[src/rtl/arb_pkg.sv]
// -----------------------------------------------------------------------------
// arb_pkg
// Shared definitions for the mux_rr_arbiter slice: requester count, select
// width, FSM state encoding, the reset value of the round-robin pointer and a
// one-hot helper.
// -----------------------------------------------------------------------------
package arb_pkg;

    localparam int N_REQ = 4;
    localparam int SEL_W = 2;

    typedef enum logic {
        ST_IDLE  = 1'b0,
        ST_GRANT = 1'b1
    } arb_state_e;

    // Pointer starts at the last requester so that requester 0 is searched first.
    localparam logic [SEL_W-1:0] LAST_RST = 2'd3;

    function automatic logic [N_REQ-1:0] onehot(input logic [SEL_W-1:0] idx);
        logic [N_REQ-1:0] v;
        v      = '0;
        v[idx] = 1'b1;
        return v;
    endfunction

endpackage

[src/rtl/mux_rr_arbiter_rr_pick.sv]
// -----------------------------------------------------------------------------
// rr_pick
// Combinational rotating-priority search. Candidates are visited in the order
// last+1, last+2, last+3, last (mod N_REQ); the first requesting one wins.
// Ports:
//   req  [N_REQ-1:0] in   level requests
//   last [SEL_W-1:0] in   most recent owner
//   any              out  at least one request is pending
//   win  [SEL_W-1:0] out  winning requester index (valid when any = 1)
// -----------------------------------------------------------------------------
module rr_pick
    import arb_pkg::*;
(
    input  logic [N_REQ-1:0] req,
    input  logic [SEL_W-1:0] last,
    output logic             any,
    output logic [SEL_W-1:0] win
);

    logic [SEL_W-1:0] cand [N_REQ];
    logic [N_REQ-1:0] hit;

    // Candidate at search step gi; the 2-bit add wraps so step N_REQ-1 lands
    // back on 'last' itself (lowest priority).
    for (genvar gi = 0; gi < N_REQ; gi++) begin : g_cand
        assign cand[gi] = last + SEL_W'(gi + 1);
        assign hit[gi]  = req[cand[gi]];
    end

    always_comb begin
        any = |req;
        win = '0;
        // Walk from lowest to highest priority so the earliest step wins.
        for (int k = N_REQ - 1; k >= 0; k--) begin
            if (hit[k]) begin
                win = cand[k];
            end
        end
    end

endmodule

[src/rtl/mux_rr_arbiter.sv]
// -----------------------------------------------------------------------------
// mux_rr_arbiter
// Round-robin arbiter owning the select code of a shared 4:1 bit mux. One
// requester is granted at a time (one-hot gnt, registered sel) and the selected
// data bit is registered into out with out_valid. Every grant is followed by
// one dead IDLE cycle before the next grant (bus turnaround).
// Build option: define ARB_TIMEOUT_EN to limit an owner to HOLD_MAX
// consecutive grant cycles while another requester is waiting.
// Ports:
//   clk        in   clock, rising edge
//   reset      in   asynchronous active-low reset
//   req   [3:0] in  level requests
//   data  [3:0] in  shared datapath input, data[i] belongs to requester i
//   gnt   [3:0] out one-hot grant (registered)
//   sel   [1:0] out current owner index (registered), drives the shared mux
//   out         out registered selected data bit
//   out_valid   out out carries a granted requester's bit
// -----------------------------------------------------------------------------
module mux_rr_arbiter
    import arb_pkg::*;
#(
    parameter int HOLD_MAX = 8
) (
    input  logic             clk,
    input  logic             reset,
    input  logic [N_REQ-1:0] req,
    input  logic [N_REQ-1:0] data,
    output logic [N_REQ-1:0] gnt,
    output logic [SEL_W-1:0] sel,
    output logic             out,
    output logic             out_valid
);

    // HOLD_MAX only has an effect in the timeout build; values outside 2..255
    // are not supported by the 8-bit hold counter.
    if (HOLD_MAX < 2 || HOLD_MAX > 255) begin : g_hold_max_out_of_range
    end

    arb_state_e       state_q, state_d;
    logic [SEL_W-1:0] last_q, last_d;
    logic [SEL_W-1:0] sel_q, sel_d;
    logic [N_REQ-1:0] gnt_q, gnt_d;
    logic             out_q, out_d;
    logic             out_valid_q, out_valid_d;

    logic             pick_any;
    logic [SEL_W-1:0] pick_win;
    logic             owner_req;
    logic             timeout;

    rr_pick u_rr_pick (
        .req  (req),
        .last (last_q),
        .any  (pick_any),
        .win  (pick_win)
    );

    assign owner_req = req[sel_q];

`ifdef ARB_TIMEOUT_EN
    localparam logic [7:0] HOLD_LAST = 8'(HOLD_MAX - 1);

    logic [7:0] hold_q, hold_d;

    // Preempt only when the budget is spent and someone else is waiting;
    // gnt_q is one-hot on the owner while in GRANT, so it masks the owner out.
    assign timeout = (hold_q == HOLD_LAST) && (|(req & ~gnt_q));
`else
    assign timeout = 1'b0;
`endif

    // ---- state register ----
    always_ff @(posedge clk or negedge reset) begin
        if (!reset) begin
            state_q     <= ST_IDLE;
            last_q      <= LAST_RST;
            sel_q       <= '0;
            gnt_q       <= '0;
            out_q       <= 1'b0;
            out_valid_q <= 1'b0;
`ifdef ARB_TIMEOUT_EN
            hold_q      <= '0;
`endif
        end else begin
            state_q     <= state_d;
            last_q      <= last_d;
            sel_q       <= sel_d;
            gnt_q       <= gnt_d;
            out_q       <= out_d;
            out_valid_q <= out_valid_d;
`ifdef ARB_TIMEOUT_EN
            hold_q      <= hold_d;
`endif
        end
    end

    // ---- next-state logic ----
    always_comb begin
        state_d = state_q;
        unique case (state_q)
            ST_IDLE:  if (pick_any)              state_d = ST_GRANT;
            ST_GRANT: if (!owner_req || timeout) state_d = ST_IDLE;
            default:                             state_d = ST_IDLE;
        endcase
    end

    // ---- registered output / datapath logic ----
    always_comb begin
        last_d = last_q;
        sel_d  = sel_q;
        gnt_d  = gnt_q;
`ifdef ARB_TIMEOUT_EN
        hold_d = hold_q;
`endif
        if (state_q == ST_IDLE) begin
            if (pick_any) begin
                gnt_d  = onehot(pick_win);
                sel_d  = pick_win;
                last_d = pick_win;
`ifdef ARB_TIMEOUT_EN
                hold_d = '0;
`endif
            end else begin
                gnt_d = '0;
            end
        end else if (state_d == ST_IDLE) begin
            // Release: sel keeps pointing at the previous owner.
            gnt_d = '0;
        end else begin
`ifdef ARB_TIMEOUT_EN
            // Saturate so a late-arriving competitor preempts immediately.
            if (hold_q != HOLD_LAST) begin
                hold_d = hold_q + 8'd1;
            end
`endif
        end

        out_d       = (state_q == ST_GRANT) ? data[sel_q] : 1'b0;
        out_valid_d = (state_q == ST_GRANT);
    end

    assign gnt       = gnt_q;
    assign sel       = sel_q;
    assign out       = out_q;
    assign out_valid = out_valid_q;

endmodule

[config.mk]
export PLATFORM = sky130hd
export DESIGN_NAME = mux_rr_arbiter
export DESIGN_NICKNAME = d
export VERILOG_FILES = /design/src/rtl/arb_pkg.sv /design/src/rtl/mux_rr_arbiter_rr_pick.sv /design/src/rtl/mux_rr_arbiter.sv
export SDC_FILE = /design/constraint.sdc
export NUM_CORES = 1
export LEC_CHECK = 0
export CORE_AREA = 2 2 39 41
export DETAILED_ROUTE_END_ITERATION = 6
export DIE_AREA = 0 0 41 43
export PLACE_DENSITY = 0.7
export SYNTH_ARGS = -nofsm -noshare
export SYNTH_HDL_FRONTEND = slang
export SYNTH_SLANG_ARGS = --single-unit
[constraint.sdc]
create_clock -name clk -period 1.6 [get_ports clk]
set_input_delay 0.32 -clock clk [delete_from_list [all_inputs] [get_ports clk]]
set_output_delay 0.32 -clock clk [all_outputs]
set_load 0.005 [all_outputs]
### After elaboration in Yosys (flattened, before gate mapping)

Index checks and enable logic that the tools add are counted.

* register bits: 11
* bits in latches: 0
* RAM bits: 0
* bits in read-only memories: 0
* input port bits: 10
* output and inout bits: 8
* word-level logic and storage cells: 46
* memories: 0

* add/sub/neg operators: 3
* multipliers: 0
* div/mod/pow operators: 0
* $lt $le $gt $ge: 7
* eq/ne operators: 1
* shifts and indexed selects: 0
* muxes and demuxes: 25
* bitwise operators: 1
* reduce and logical (&&, ||, !) cells: 3

Operators by type and width (count)
* 2-bit by 3-bit less-than comparator with 1-bit output, second input constant: 6
* 1-bit binary-select mux with 2-bit select: 6
* 4-bit 2-to-1 mux: 3
* 1-bit 2-to-1 mux: 10
* 2-bit 2-to-1 mux: 4
* 2-bit adder, second input constant: 2
* 4-bit OR reduction: 1
* 2-bit by 1-bit adder with 2-bit output, second input constant: 1
* 1-bit demux with 2-bit select: 1
* 2-bit by 1-bit greater-or-equal comparator with 1-bit output, second input constant: 1
* 2-bit != test, second input constant: 1
* 1-bit case mux with 2 select lines: 1
* 2-bit AND reduction: 1
* 1-bit logical AND: 1
* 1-bit inverter: 1

### Longest topological paths before layout

* depth after elaboration: 12
* depth in mapped cells: 4
* mapped depth without buffers: 4

### By module

A second synthesis with hierarchy kept.

* cell total of the unflattened synthesis: 50
* area total of the unflattened synthesis: 536.8 um^2

Modules (own cells, without submodules)
* mux_rr_arbiter: instances 1, cells an instance 36, area each 445.4 um^2, seq. area each 277.8 um^2
* rr_pick: instances 1, cells an instance 14, area each 91.3 um^2, seq. area each 0.0 um^2

### Least setup slack after synthesis

Ideal clock, no wire load.

* kind: flip-flop to flip-flop
* from: register sel_q[0], in the netlist sel[0]
* to: register gnt_q[2], in the netlist gnt[2]
* setup time: 0.121 ns
* arrival time: 1.288 ns
* required time: 1.479 ns
* path slack: 0.191 ns
* stages on the path, launching flop included: 4
* buffers on the path: 0
* period minus slack after synthesis: 1.409 ns
* cells stage by stage: dfrtp_1 > mux4_2 > and2_4 > a22o_1

* longest elaborated chain between the ends: 5

RTL lines
* start, declared: RTL line mux_rr_arbiter.sv:41 `logic [SEL_W-1:0] sel_q, sel_d;`
* start signal, assigned: RTL line mux_rr_arbiter.sv:87 `sel_q <= sel_d;`
* 1-bit binary-select mux with 2-bit select: RTL line mux_rr_arbiter.sv:58 `assign owner_req = req[sel_q];`
* 1-bit 2-to-1 mux (implied by the code): RTL line mux_rr_arbiter.sv:58
* 1-bit 2-to-1 mux: RTL line mux_rr_arbiter.sv:102 `ST_GRANT: if (!owner_req || timeout) state_d = ST_IDLE;`
* 1-bit case mux with 2 select lines: RTL line mux_rr_arbiter.sv:100 `unique case (state_q)`
* 2-bit != test (no line)
* end signal, assigned: RTL line mux_rr_arbiter.sv:88 `gnt_q <= gnt_d;`
* end, declared: RTL line mux_rr_arbiter.sv:42 `logic [N_REQ-1:0] gnt_q, gnt_d;`

Every way passes these cells. The select of a mux whose other input is x is not followed.
A chain may end at the register's enable or synchronous reset.

### Final worst setup path

* from: input port req[1]
* to: register gnt_q[3], in the netlist gnt[3]

* longest elaborated chain between the ends: 12
* elaborated cells on any way between the ends: 26
* those cells by class: order compare (2); eq/ne (1); mux (21); reduce/logical (2)

RTL lines
* start, declared: RTL line mux_rr_arbiter.sv:26 `input logic [N_REQ-1:0] req,`
* 1-bit binary-select mux with 2-bit select: RTL line mux_rr_arbiter_rr_pick.sv:27 `assign hit[gi] = req[cand[gi]];`
* 1-bit 2-to-1 mux (implied by the code): RTL line mux_rr_arbiter_rr_pick.sv:27
* 2-bit 2-to-1 mux (4 in series): RTL line mux_rr_arbiter_rr_pick.sv:35 `if (hit[k]) begin`
* 2-bit by 3-bit less-than comparator with 1-bit output (implied by the code) or 2-bit by 1-bit greater-or-equal comparator with 1-bit output (tied branches): RTL line arb_pkg.sv:23 `v[idx] = 1'b1;`
* 1-bit logical AND (implied by the code): RTL line arb_pkg.sv:23
* 1-bit 2-to-1 mux (implied by the code): RTL line arb_pkg.sv:23
* 1-bit demux with 2-bit select: RTL line arb_pkg.sv:23
* 4-bit 2-to-1 mux: RTL line mux_rr_arbiter.sv:116 `if (pick_any) begin`
* 4-bit 2-to-1 mux: RTL line mux_rr_arbiter.sv:115 `if (state_q == ST_IDLE) begin`

Several ways; a longest one is shown, not always the timed one. The select of a mux whose other input is x is not followed.

==> results.md <==
- Post-synthesis mux area share: 9.44%
- Worst path depth: 4
- Yosys reg bits: 11
- CP delay by family, top: buffers and inverters
- Dominant synthesized flop cell: dfrtp_1
- Maxcap violations: 0
- Slew HR: 68.7%
- Tmin final: 1.54 ns
- Clock Skew: 0.00209 ns
- Leakage: 0.365 nW
- Detail Route Antenna Nets: 0
- RD Place Congestion: 0.794
- Slowest Stage Delay on Critical Path: 0.48 ns
- Area growth syn-to-layout: 51.6%
- Compound-cell area share of the yosys netlist: 22.3%
- Worst EP arrival: 1.69 ns
- Post-synthesis sequential area ratio: 53.8%
- Buffers on Ports: 17
- H-tree Lvls: 1
- Fillers: 136
- Final Routed Wirelength: 1120 µm
- Starting DRT DRC Count: 7
- Remaining global-route overflow: 0
- Die span in x: 41 µm
- Clock latency on the worst-skew pair: 0.26 ns
- Gr usage total: 15.5%
- Placement Rows: 14
- Final Setup Violations: 0
- Layout cells sized above 1: 19.7%
- Fmax: 650 MHz
- CTS root buf: clkbuf_4
- Final core occ: 56.6%
- Crit path from: req[1]
- Synth area leader: dfrtp_1
- Via-to-Cell Ratio: 5.22
- R2R setup slack: 0.15 ns
- Syn Nets: 55
- Most frequent cell after synthesis: dfrtp_1
- PwrDens: 1780 nW/µm²
- CP max FO: 6
- Largest net degree at the start of global routing: 12
- Yosys cell types: 20
- Setup crit end kind: flop
- List of most frequent post-synthesis cells: dfrtp_1 (9), nor2_1 (5), a21oi_1 (4)
- Synth async-reset ratio: 100%
- Worst r2r path cells: 4
- Initial core utilization: 37.3%
- Diode count: 0
- Detailed-route via count: 454
- Hold-fix buffers, CTS: 0
- Num ports: 18
- Hold Vio Cnt, Final: 0
- CTS Buf Count: 3
- Synth Warn #: 0
- First-pass GRT wire length: 1830 µm
- Avg WL per Cell: 12.9 µm
- Syn Area/Cell: 11.5 µm²
- Number of global-route vias before repair: 420
- Final Max Tran Viols: 0
- Post-synth top area share: 43.6%
- Dpl hpwl: 852 µm
- Unrepaired setup endpoints after global routing: no
- Die Area: 1760 µm²
- Synth Area in Adders: 0%
- Gate Count Post-Synth: 45
- Clock tree buffer depth: 2
- Number of synthesized flops with an enable pin: 0
- Main area contributors after synthesis: dfrtp_1 (44%), dfstp_2 (10%), mux4_1 (5.1%)
- R2R Path Start: sel[0]
- Die height: 43 µm
- Syn Std Cell Area: 517 µm²
- Slowest CP cell: clkdlybuf4s50_1
- Crit start category: primary input
- Status: complete, no violations
- Crit share post-route: 96.1%
- WP data required: 1.75 ns
- Initial antenna violation count: 0
- Buffer and inverter count on the worst path: 1
- DR DRC count: 0
- CTS Sinks: 11
- Worst-path cell chain: clkdlybuf4s50_1, mux4_2, and2_4, a22o_1
- Pin slew with the least headroom to its limit: 0.469 ns
- Core area: 1380 µm²
- CTS clk-pin slew, worst paths: 0.07 ns
- WS Path Type: primary input to flop
- NumNets Final: 82
- Drt pass-1 iters: 4
- Simple-gate portion of the synthesized area: 13.8%
- CTS tree: done
- Placed inst area: 737 µm²
- Largest family of logic cells by synthesized area: compound AO/OA/AOI/OAI gates
- Worst vdd ir: 0.000960 V
- Final Instance Area: 783 µm²
- HP Class: primary input to async pin
- Post-Synth XOR/XNOR Area: 0%
per-layer routing:
metal | GRT usage (%) | routed length (µm) | up-vias
li1 | - | - | 218
met1 | 20.6 | 503 | 219
met2 | 21.6 | 499 | 17
met3 | 9.95 | 119 | 0
met4 | 2.00 | 0 | 0
met5 | 0 | 0 | -
cells by family (layout without fill, tap and decap cells):
kind of cell           Yosys count  after routing
AO/OA/AOI/OAI                   17             17
AND/OR/NAND/NOR                 14             14
flip-flops                      11             11
multiplexers                     2              2
buffers and inverters            1             27
where the power goes:
group / internal, mW / switching [mW]
Sequential: 0.434 / 0.103
Clock: 0.0964 / 0.0855
Combinational: 0.426 / 0.250
cells in the final DEF, fill, tap and decap left out, types with 3 or more instances in the layout:
cell / n
buf_4: 5
dfrtp_1: 9
clkdlybuf4s50_1: 15
a21oi_1: 4
nand2_1: 3
a21o_1: 3
clkbuf_4: 3
nor2_1: 4
o21ai_0: 3
final timing paths:
kind,endpoint
max in group asynchronous,last_q[1]
min in group clk,out_valid
setup reg to reg,gnt[3]
hold reg to reg,out_valid
setup / recovery,gnt[3]
hold / removal,gnt[1]
per-stage QoR:
| stage | worst slack, ns | hold slack (ns) | power (mW) | setup TNS (ns) | instances |
|---|---|---|---|---|---|
| after floorplan | 0.191 | 0.0244 | 0.837 | 0 | 45 |
| after global placement | -0.197 | 0.443 | 1.18 | -1.30 | 82 |
| after detailed placement | -0.218 | 0.458 | 1.19 | -1.47 | 82 |
| after CTS | 0.00327 | 0.388 | 1.38 | 0 | 86 |
| after global routing | 0.00422 | 0.422 | 1.51 | 0 | 87 |
| final | 0.0627 | 0.377 | 1.40 | 0 | 87 |
sequential cells by signal (all words and copies together) (netlist names):
register and cells:
gnt 4, out_valid 1, out_valid_d 1, out 1
last_q 2, sel 2
layout make-up:
cell class	count	area, µm²	share of cell area [%]
tap	16	20.0	2.56
inverter	1	3.75	0.479
timing repair buffer	22	213	27.2
clock buffer	4	26.3	3.35
sequential	11	278	35.5
multi-input combinational	33	243	31.0
repair_timing:
item	4_1_cts	5_1_grt
gates resized for setup	0	4
setup endpoints to repair	0	5
buffers inserted	0	1
(Power assumes the default switching activity.)
